[src/rtl/sel_scanner.sv]
// Sequential channel-select generator feeding a one-hot decoder: walks enabled
// channels 0..last_idx, holds each for a programmable dwell and strobes sample.
module sel_scanner #(
    parameter  int WIDTH   = 5,
    parameter  int DWELL_W = 4,
    localparam int OUTS    = 1 << WIDTH
) (
    input  logic               clk,
    input  logic               rst_n,
    input  logic               start_i,
    input  logic               abort_i,
    input  logic [WIDTH-1:0]   last_idx_i,
    input  logic [DWELL_W-1:0] dwell_i,
    input  logic [OUTS-1:0]    mask_i,
    output logic [WIDTH-1:0]   sel_o,
    output logic               sel_valid_o,
    output logic               sample_o,
    output logic               busy_o,
    output logic               done_o
);

    // state   | meaning
    // S_IDLE  | waiting for start, sel holds last index
    // S_SEEK  | testing one candidate channel per cycle
    // S_DWELL | holding an enabled channel, cnt counts down to the sample cycle
    // S_DONE  | one-cycle completion pulse
    typedef enum logic [1:0] {
        S_IDLE  = 2'd0,
        S_SEEK  = 2'd1,
        S_DWELL = 2'd2,
        S_DONE  = 2'd3
    } state_e;

    state_e             state_q, state_d;
    logic [WIDTH-1:0]   idx_q, idx_d;
    logic [DWELL_W-1:0] cnt_q, cnt_d;
    logic [WIDTH-1:0]   last_q, last_d;
    logic [DWELL_W-1:0] dwell_q, dwell_d;
    logic [OUTS-1:0]    mask_q, mask_d;

    logic at_last;
    logic cnt_zero;

    assign at_last  = (idx_q == last_q);
    assign cnt_zero = (cnt_q == '0);

    always_ff @(posedge clk or negedge rst_n) begin
        if (!rst_n) begin
            state_q <= S_IDLE;
            idx_q   <= '0;
            cnt_q   <= '0;
            last_q  <= '0;
            dwell_q <= '0;
            mask_q  <= '0;
        end else begin
            state_q <= state_d;
            idx_q   <= idx_d;
            cnt_q   <= cnt_d;
            last_q  <= last_d;
            dwell_q <= dwell_d;
            mask_q  <= mask_d;
        end
    end

    always_comb begin
        state_d = state_q;
        idx_d   = idx_q;
        cnt_d   = cnt_q;
        last_d  = last_q;
        dwell_d = dwell_q;
        mask_d  = mask_q;

        case (state_q)
            S_IDLE: begin
                if (start_i && !abort_i) begin
                    last_d  = last_idx_i;
                    dwell_d = dwell_i;
                    mask_d  = mask_i;
                    idx_d   = '0;
                    state_d = S_SEEK;
                end
            end
            S_SEEK: begin
                if (mask_q[idx_q]) begin
                    cnt_d   = dwell_q;
                    state_d = S_DWELL;
                end else if (at_last) begin
                    state_d = S_DONE;
                end else begin
                    idx_d = idx_q + WIDTH'(1);
                end
            end
            S_DWELL: begin
                if (!cnt_zero) begin
                    cnt_d = cnt_q - DWELL_W'(1);
                end else if (at_last) begin
                    state_d = S_DONE;
                end else begin
                    idx_d   = idx_q + WIDTH'(1);
                    state_d = S_SEEK;
                end
            end
            S_DONE: begin
                state_d = S_IDLE;
            end
            default: begin
                state_d = S_IDLE;
            end
        endcase

        // Abort overrides every transition above, including a pending start.
        if (abort_i && (state_q != S_IDLE)) begin
            state_d = S_IDLE;
            idx_d   = '0;
            cnt_d   = '0;
        end
    end

    assign sel_o       = idx_q;
    assign sel_valid_o = (state_q == S_DWELL);
    assign sample_o    = (state_q == S_DWELL) && cnt_zero;
    assign busy_o      = (state_q != S_IDLE);
    assign done_o      = (state_q == S_DONE);

endmodule

[config.mk]
export PLATFORM = sky130hd
export DESIGN_NAME = sel_scanner
export DESIGN_NICKNAME = d
export VERILOG_FILES = /design/src/rtl/sel_scanner.sv
export SDC_FILE = /design/constraint.sdc
export NUM_CORES = 1
export LEC_CHECK = 0
export ABC_AREA = 1
export CORE_MARGIN = 2
export CORE_UTILIZATION = 52
export DETAILED_ROUTE_END_ITERATION = 8
export PLACE_DENSITY_LB_ADDON = 0.25
export SKIP_CTS_REPAIR_TIMING = 1
export SLEW_MARGIN = 20
export SYNTH_ARGS = -nofsm -noshare
export SYNTH_HDL_FRONTEND = slang
export SYNTH_SLANG_ARGS = --single-unit
[constraint.sdc]
create_clock -name clk -period 2.2 [get_ports clk]
set_clock_uncertainty 0.05 [all_clocks]
set_input_delay 0.44 -clock clk [delete_from_list [all_inputs] [get_ports clk]]
set_output_delay 0.44 -clock clk [all_outputs]
set_load 0.05 [all_outputs]
==> impl_summary.txt, run 1 <==
----------------------------------------------------
[Status]
  Run status ... finished, final reports clean

[Worst setup path]
  Depth of the worst register-to-register path ... 10
  Setup crit end kind ... output port
  Nature of the critical path startpoint ... register
  Reg2Reg Setup Slack ... just under 0.3 ns
  Master of the slowest instance on the critical path ... clkdlybuf4s50_1
  CP Max Fanout ... 5
  WS Path Type ... reg2out
  Arrival time of the worst setup path ... about 1.6 ns
  Top delay family on crit path ... buffers and inverters
  Number of buffer and inverter instances along the worst setup path ... 1
  R2r startpoint ... sel_o[2]$_DFFE_PN0P_
  Critical path, cell by cell ... clkdlybuf4s50_1
  Worst stage delay on the critical path ... 0.84 ns
  Reg2reg end ... cnt_q[1]$_DFFE_PN0P_
  Required arrival time at the worst endpoint ... around 1.7 ns

[Clock tree]
  Root buf cell ... clkbuf_8
  Number of clock sinks ... 52
  Maximum level of the CTS H-tree ... 2
  Number of buffers created by CTS ... 5
  Buffer depth of the longest clock path ... 2
  Clk Latency, worst-skew pair ... 0.30 ns
  Clock transition at the registers of the reported paths ... approximately 0.090 ns
  Clock tree from TritonCTS ... done

[Detailed routing]
  Mean number of vias per cell ... 5.22
  Length of routed wiring on met1 ... approximately 2.6 mm
  Via count ... approximately 2200
  Met3 routed wirelength ... ~290 um
  Total wire length after detailed routing ... a little under 6 mm
  Amount of wire on met2 after detailed routing ... ~2.9 mm
  Router iterations before antenna repair ... 4
  WL/cell ... around 14 um
  Highest routing layer actually used ... met4
  DRC violation total after the first TritonRoute iteration ... about 150
  Remaining DRCs ... 0
  Count of antenna-violating nets left after detailed routing ... 0

[Cells and area]
  Fillers ... 409
  Fin nets ... roughly 400
  Register area ... between 0.001 and 0.0015 mm2
  Combined area of the multi-input logic cells ... 0.00136 mm2
  Antenna Cells ... 0
  Area Growth Syn to Fin ... 27.6%
  Final std cells w/o fill ... 423
  Final Util ... 69.4%
  Proportion of layout cells with a drive suffix above 1 ... approximately a quarter

[Floorplanning]
  Die span in x ... around 78 um
  Floorplan Core Area ... 0.00517 mm2
  Number of placed I/O pins ... 54
  Number of rows created at floorplan ... 26
  Die Y ... about 78 um
  Die Area ... between 0.006 and 0.007 mm2
  Starting density of the core ... 54.4%

[Power and ir drop]
  Clock network fraction of design power ... approximately an eighth
  Leakage dissipation ... 0.00164 uW
  Net switching power ... around 1800 uW
  Peak VDD IR ... 569 uV
  Power density relative to cell area ... around 1300 mW/mm2
  Internal power ... between 2000 and 3000 uW
  Share of total power consumed by net switching ... around two fifths
  Part of the total power dissipated in sequential elements ... between 30% and 40%
  Part of the power in combinational logic ... 50.7%
  Post-layout total power ... approximately 4500 uW

[Global route]
  Global route overflow ... 0
  Number of global-route vias before repair ... between 2000 and 2500
  Global-route wire length before repair ... around 10 mm
  Antenna violations before repair ... 0
  Largest net degree at the start of global routing ... 28
  Global-route usage over all layers ... 20.8%

[Timing]
  Max Transition Viols Final ... 0
  Total negative slack for setup checks ... 0 ns
  Portion of the clock cycle consumed by the worst path in the final layout ... between 90 and 100%
  Setup violators final ... 0
  Post-layout minimum cycle time ... about 2.1 ns
  Slew at the pin with the worst max-slew slack ... between 0.6 and 0.7 ns
  Slew Limit Headroom ... between 50% and 60%
  Final hold viol count ... 0
  Peak Freq ... 478 MHz
  Unrepaired setup endpoints after global routing ... false

[Logic synthesis]
  Synth Register Bits ... between 50 and 60
  Number of different library cells in the post-synthesis netlist ... 26
  Number of flops mapped to enable cells by yosys ... 0
  Mapped Area ... 0.00281 mm2
  Async set-reset flop share out of synthesis ... between 90% and 100%
  Post-Syn Area per Cell ... approximately 9.6 um2
  Synthesized netlist net count ... approximately 340
  Number of synthesis warnings ... 0
  Synth Instances ... between 200 and 300
  Dominant synthesized flop cell ... dfrtp_1
  Sequential-to-total area share from yosys stat ... 46.2%

[Place]
  Count of buffers from port buffering ... between 50 and 60
  GP Congestion ... 0.873
  Cell count after placement ... ~420
  HPWL Detailed ... about 4.4 mm

[Hold path]
  HP Class ... in2async

[Job]
  Max capacitance violation total ... 0

----------------------------------------------------
[per-layer routing]
| layer | track usage, % | vias to the layer above |
|---|---|---|
| met4 | 6.43 | 0 |
| met5 | 0 | - |
| li1 | - | 1085 |
| met2 | 35.6 | 66 |
| met3 | 3.60 | 9 |
| met1 | 26.9 | 1049 |
[flip-flops by register name, indices dropped and copies added (netlist names)]
signal	count
cnt_q	4
dwell_q	4
last_q	5
mask_q	32
sel_o	5
state_q	2
[cell type report]
| type | count | share of cell area [%] |
|---|---|---|
| multi-input cells | 206 | 37.9 |
| flip-flops and latches | 52 | 36.2 |
| repair buffers | 63 | 18.3 |
| inverters | 24 | 2.51 |
| well taps | 70 | 2.44 |
| clock buffers | 7 | 2.41 |
| clock inverters | 1 | 0.209 |
[Yosys cell counts, types with 3 or more instances]
cell type,n,area (um2)
nand3_1,37,185
nor2_1,10,37.5
xnor2_1,3,26.3
mux2_2,41,462
buf_2,6,30.0
inv_1,23,86.3
o21ai_1,5,25.0
nor3_1,5,25.0
dfrtp_1,52,1300
nand2_2,6,37.5
nand2_1,68,255
xor2_1,3,26.3
nand2_4,4,45.0
o21ai_0,5,25.0
ha_1,7,87.6
a21oi_1,4,20.0
[cell usage in the layout, fill, tap and decap left out]
| cell | instances |
|---|---|
| nand2_1 | 68 |
| dfrtp_1 | 52 |
| clkdlybuf4s50_1 | 45 |
| mux2_2 | 41 |
| nand3_1 | 36 |
| inv_1 | 22 |
| buf_4 | 11 |
| nor2_1 | 9 |
| ha_1 | 7 |
| nand2_2 | 6 |
| clkbuf_8 | 6 |
| buf_12 | 6 |
| nor3_1 | 5 |
| o21ai_1 | 5 |
| o21ai_0 | 5 |
| a21oi_1 | 4 |
| nand2_4 | 4 |
| nor2_4 | 3 |
| xor2_1 | 3 |
| xnor2_1 | 3 |
| nand3_2 | 3 |
| inv_2 | 2 |
| nand4_2 | 1 |
| nor4_4 | 1 |
| or2_2 | 1 |
| nand4_1 | 1 |
| clkbuf_1 | 1 |
| clkinvlp_4 | 1 |
| buf_2 | 1 |
[how the worst max path moves through the flow]
stage / startpoint / depth (start not counted) / end / slack [ns]
6_report: sel_o[4]$_DFFE_PN0P_ / 1 / sel_o[4] / 0.11
5_1_grt: sel_o[4]$_DFFE_PN0P_ / 1 / sel_o[4] / 0.03
4_1_cts: state_q[0]$_DFFE_PN0P_ / 6 / sample_o / 0.06
3_5_place_dp: abort_i / 8 / sel_o[0]$_DFFE_PN0P_ / 0.22
3_3_place_gp: abort_i / 8 / sel_o[2]$_DFFE_PN0P_ / 0.26
2_1_floorplan: state_q[0]$_DFFE_PN0P_ / 5 / sample_o / 0.06
[kinds of logic (layout without fill, tap and decap cells)]
group | Yosys count | in the layout | synth area share, %
mux | 41 | 41 | 16.4
simple gates | 138 | 138 | 24.0
fa+ha+maj | 7 | 7 | 3.11
buf+inv | 34 | 95 | 5.91
xor+xnor | 6 | 6 | 1.87
compound gates | 14 | 14 | 2.49
flops | 52 | 52 | 46.2
[power by group through the flow]
stage / combinational (uW) / clock, uW / sequential [uW]
after CTS: 2310 / 575 / 1670
final: 2300 / 561 / 1670
after global routing: 2550 / 615 / 1720
after global placement: 2210 / 0 / 1660
after floorplan: 1710 / 0 / 1650
after detailed placement: 2300 / 0 / 1690
[metrics by stage]
| stage | worst slack (ns) | hold WS, ns | instance area (um2) |
|---|---|---|---|
| after detailed placement | 0.221 | 0.434 | 3500 |
| after global routing | 0.0260 | 0.138 | 3590 |
| final | 0.109 | 0.0868 | 3590 |
| after global placement | 0.263 | 0.435 | 3500 |
| after floorplan | 0.0625 | 0.0944 | 2820 |
| after CTS | 0.0627 | 0.106 | 3590 |
Note: power is estimated with default switching activity, not from simulation.
==> run 2, diff against run 1 <==
- CORE_UTILIZATION: 52 -> 45
- PLACE_DENSITY: default -> 0.74
- PLACE_DENSITY_LB_ADDON: 0.25 -> default
==> run 2 against run 1 <==
Effect of this change: final cell count increased by 0.71%; sequential power barely moved; combinational power shrank 2%; setup slack worse by 0.013 ns; sequential cell count unchanged; first-iteration DRC count is 4.6% lower; total power down 1.5%; register-to-register slack lost 0.02 ns; maximum frequency fell by 0.60%; sequential share of layout area up 0.16 points; critical path type unchanged; critical endpoint is now sample_o.
==> impl_summary.txt, run 2 (synthesis gave the netlist of run 1 again) <==
----------------------------------------------------
[Worst setup path]
  Arrival time of the worst setup path ... 1.61 ns (about the same)
  Critical path, cell by cell ... inv_1, ha_1, inv_1, buf_4, nor2_4, buf_12
  Nature of the critical path startpoint ... register
  Setup crit end kind ... output port
  WS Path Type ... reg2out
  R2r startpoint ... state_q[0]$_DFFE_PN0P_
  Master of the slowest instance on the critical path ... dfrtp_1
  Required arrival time at the worst endpoint ... 1.71 ns (about the same)
  Worst stage delay on the critical path ... 0.44 ns (-0.40 ns)
  Crit path from ... state_q[0]$_DFFE_PN0P_
  CP Max Fanout ... 10 (+5)
  Cell with the most instances on the worst path ... inv_1

[Floorplanning]
  Die span in x ... 83.1 um (+7.1%)
  Die Y ... 83.1 um (+7.1%)
  Die Area ... 0.00690 mm2 (+15%)
  Floorplan Core Area ... 0.00599 mm2 (+16%)
  Number of placed I/O pins ... 54 (unchanged)
  Starting density of the core ... 47.0% (-7.4 points)
  Number of rows created at floorplan ... 28 (+7.7%)

[Cells and area]
  Final Util ... 59.6% (-9.8 points)
  Antenna Cells ... 0 (unchanged)
  Most frequent standard cell in the layout excluding fill and tap cells ... nand2_1
  Area Growth Syn to Fin ... 27.0%
  Fin nets ... 403 (-0.25%)
  Reg with most FFs ... mask_q
  Commonest cells after routing, fill and taps aside ... nand2_1, dfrtp_1, clkdlybuf4s50_1
  Proportion of layout cells with a drive suffix above 1 ... 24.2% (-0.43 points)
  Max FFs per register ... 32 (unchanged)
  Layout Cell Area excl Fill ... 0.00357 mm2 (-0.45%)
  Fillers ... 516 (+26%)

[Hold path]
  HP Class ... in2async

[Place]
  Count of buffers from port buffering ... 53 (unchanged)
  Setup slack after placement ... 0.146 ns (-0.0752 ns)
  Total cell area at the placement stage ... 0.00348 mm2 (-0.39%)
  GP Congestion ... 0.837 (-4.1%)
  HPWL Detailed ... 4.07 mm (-6.9%)

[Detailed routing]
  Via count ... 2161 (-2.2%)
  Highest routing layer actually used ... met4
  DRC violation total after the first TritonRoute iteration ... 145 (-4.6%)
  Met3 routed wirelength ... 192 um (-33%)
  Count of antenna-violating nets left after detailed routing ... 0 (unchanged)
  Amount of wire on met2 after detailed routing ... 2.70 mm (-6.4%)
  Router iterations before antenna repair ... 4 (unchanged)
  Remaining DRCs ... 0 (unchanged)
  Total wire length after detailed routing ... 5.55 mm (-5.2%)
  WL/cell ... 13.0 um (-5.8%)
  Length of routed wiring on met1 ... 2.60 mm (+0.12%)
  Mean number of vias per cell ... 5.07 (-2.9%)

[Timing]
  Unrepaired setup endpoints after global routing ... false
  Post-layout minimum cycle time ... 2.10 ns (+0.0127 ns)
  Final hold viol count ... 0 (unchanged)
  Slew Limit Headroom ... 59.0% (-0.90 points)
  Total negative slack for setup checks ... 0 ns (unchanged)
  Max Transition Viols Final ... 0 (unchanged)
  Setup violators final ... 0 (unchanged)
  Final critical-path setup slack ... 0.0958 ns (-0.0127 ns)
  Slew at the pin with the worst max-slew slack ... 0.615 ns (+0.0136 ns)
  Peak Freq ... 475 MHz (-0.60%)
  Portion of the clock cycle consumed by the worst path in the final layout ... 95.6% (+0.58 points)

[Status]
  Run status ... finished, final reports clean

[Global route]
  Number of global-route vias before repair ... 2150 (-3.9%)
  Global-route usage over all layers ... 17.4% (-3.4 points)
  Antenna violations before repair ... 0 (unchanged)
  Largest net degree at the start of global routing ... 42 (+50%)
  Global route overflow ... 0 (unchanged)
  Global-route wire length before repair ... 9.92 mm (-0.89%)

[Power and ir drop]
  Leakage dissipation ... 0.00164 uW (-0.36%)
  Power density relative to cell area ... 1250 mW/mm2 (-1.0%)
  Peak VDD IR ... 560 uV (-1.7%)

[Clock tree]
  Number of buffers created by CTS ... 5 (unchanged)
  Clock tree from TritonCTS ... done
  Buffer depth of the longest clock path ... 2 (unchanged)
  Root buf cell ... clkbuf_8
  Clk Latency, worst-skew pair ... 0.30 ns (about the same)
  Clock transition at the registers of the reported paths ... 0.09 ns (about the same)
  Number of clock sinks ... 52 (unchanged)
  Maximum level of the CTS H-tree ... 2 (unchanged)

[Job]
  Max capacitance violation total ... 0 (unchanged)

----------------------------------------------------
run 2: worst max-delay path, delay by kind of cell, from the launching register on:
kind,cells,cell delay [ns]
flops,1,0.44
buf+inv,4,0.52
simple gates,1,0.13
fa+ha+maj,1,0.23
run 2: layout make-up:
type	instances	area (um2)	share of cell area, %
Timing Repair Buffer	62	638	17.9
Multi-Input combinational cell	206	1360	38.0
Inverter	24	90.1	2.52
Clock buffer	6	82.6	2.31
Sequential cell	52	1300	36.4
Tap cell	75	93.8	2.63
Clock inverter	1	8.76	0.245
run 2: metrics by stage:
stage | total power, uW | hold WS (ns) | std cells
floorplan | 3360 | 0.0944 | 292
global placement | 3870 | 0.439 | 419
detailed placement | 3940 | 0.442 | 419
CTS | 4490 | 0.113 | 426
global route | 4830 | 0.142 | 426
finish | 4470 | 0.0901 | 426
run 2: worst paths after layout:
path,to,slack [ns],cells past startpoint
hold / removal,mask_q[24]$_DFFE_PN0P_,0.09,1
max in group asynchronous,cnt_q[2]$_DFFE_PN0P_,1.45,2
setup / recovery,sample_o,0.1,6
min in group clk,mask_q[22]$_DFFE_PN0P_,0.46,1
setup reg to reg,sel_o[4]$_DFFE_PN0P_,0.27,10
hold reg to reg,mask_q[22]$_DFFE_PN0P_,0.46,1
run 2: per-layer routing:
layer / track usage (%) / up-vias
met5: 0 / -
met4: 4.02 / 0
met3: 3.28 / 6
met2: 29.6 / 46
met1: 22.9 / 1032
li1: - / 1077
run 2: power breakdown:
group          switching, uW  leakage (uW)  internal, uW
clock                    304     0.0000473           251
combinational           1210      0.000960          1040
sequential               260      0.000632          1400
==> run 3, diff against run 2 <==
- SLEW_MARGIN: 20 -> default
==> results of run 3 <==
Final layout, timing and power as in run 2 (identical DEF).
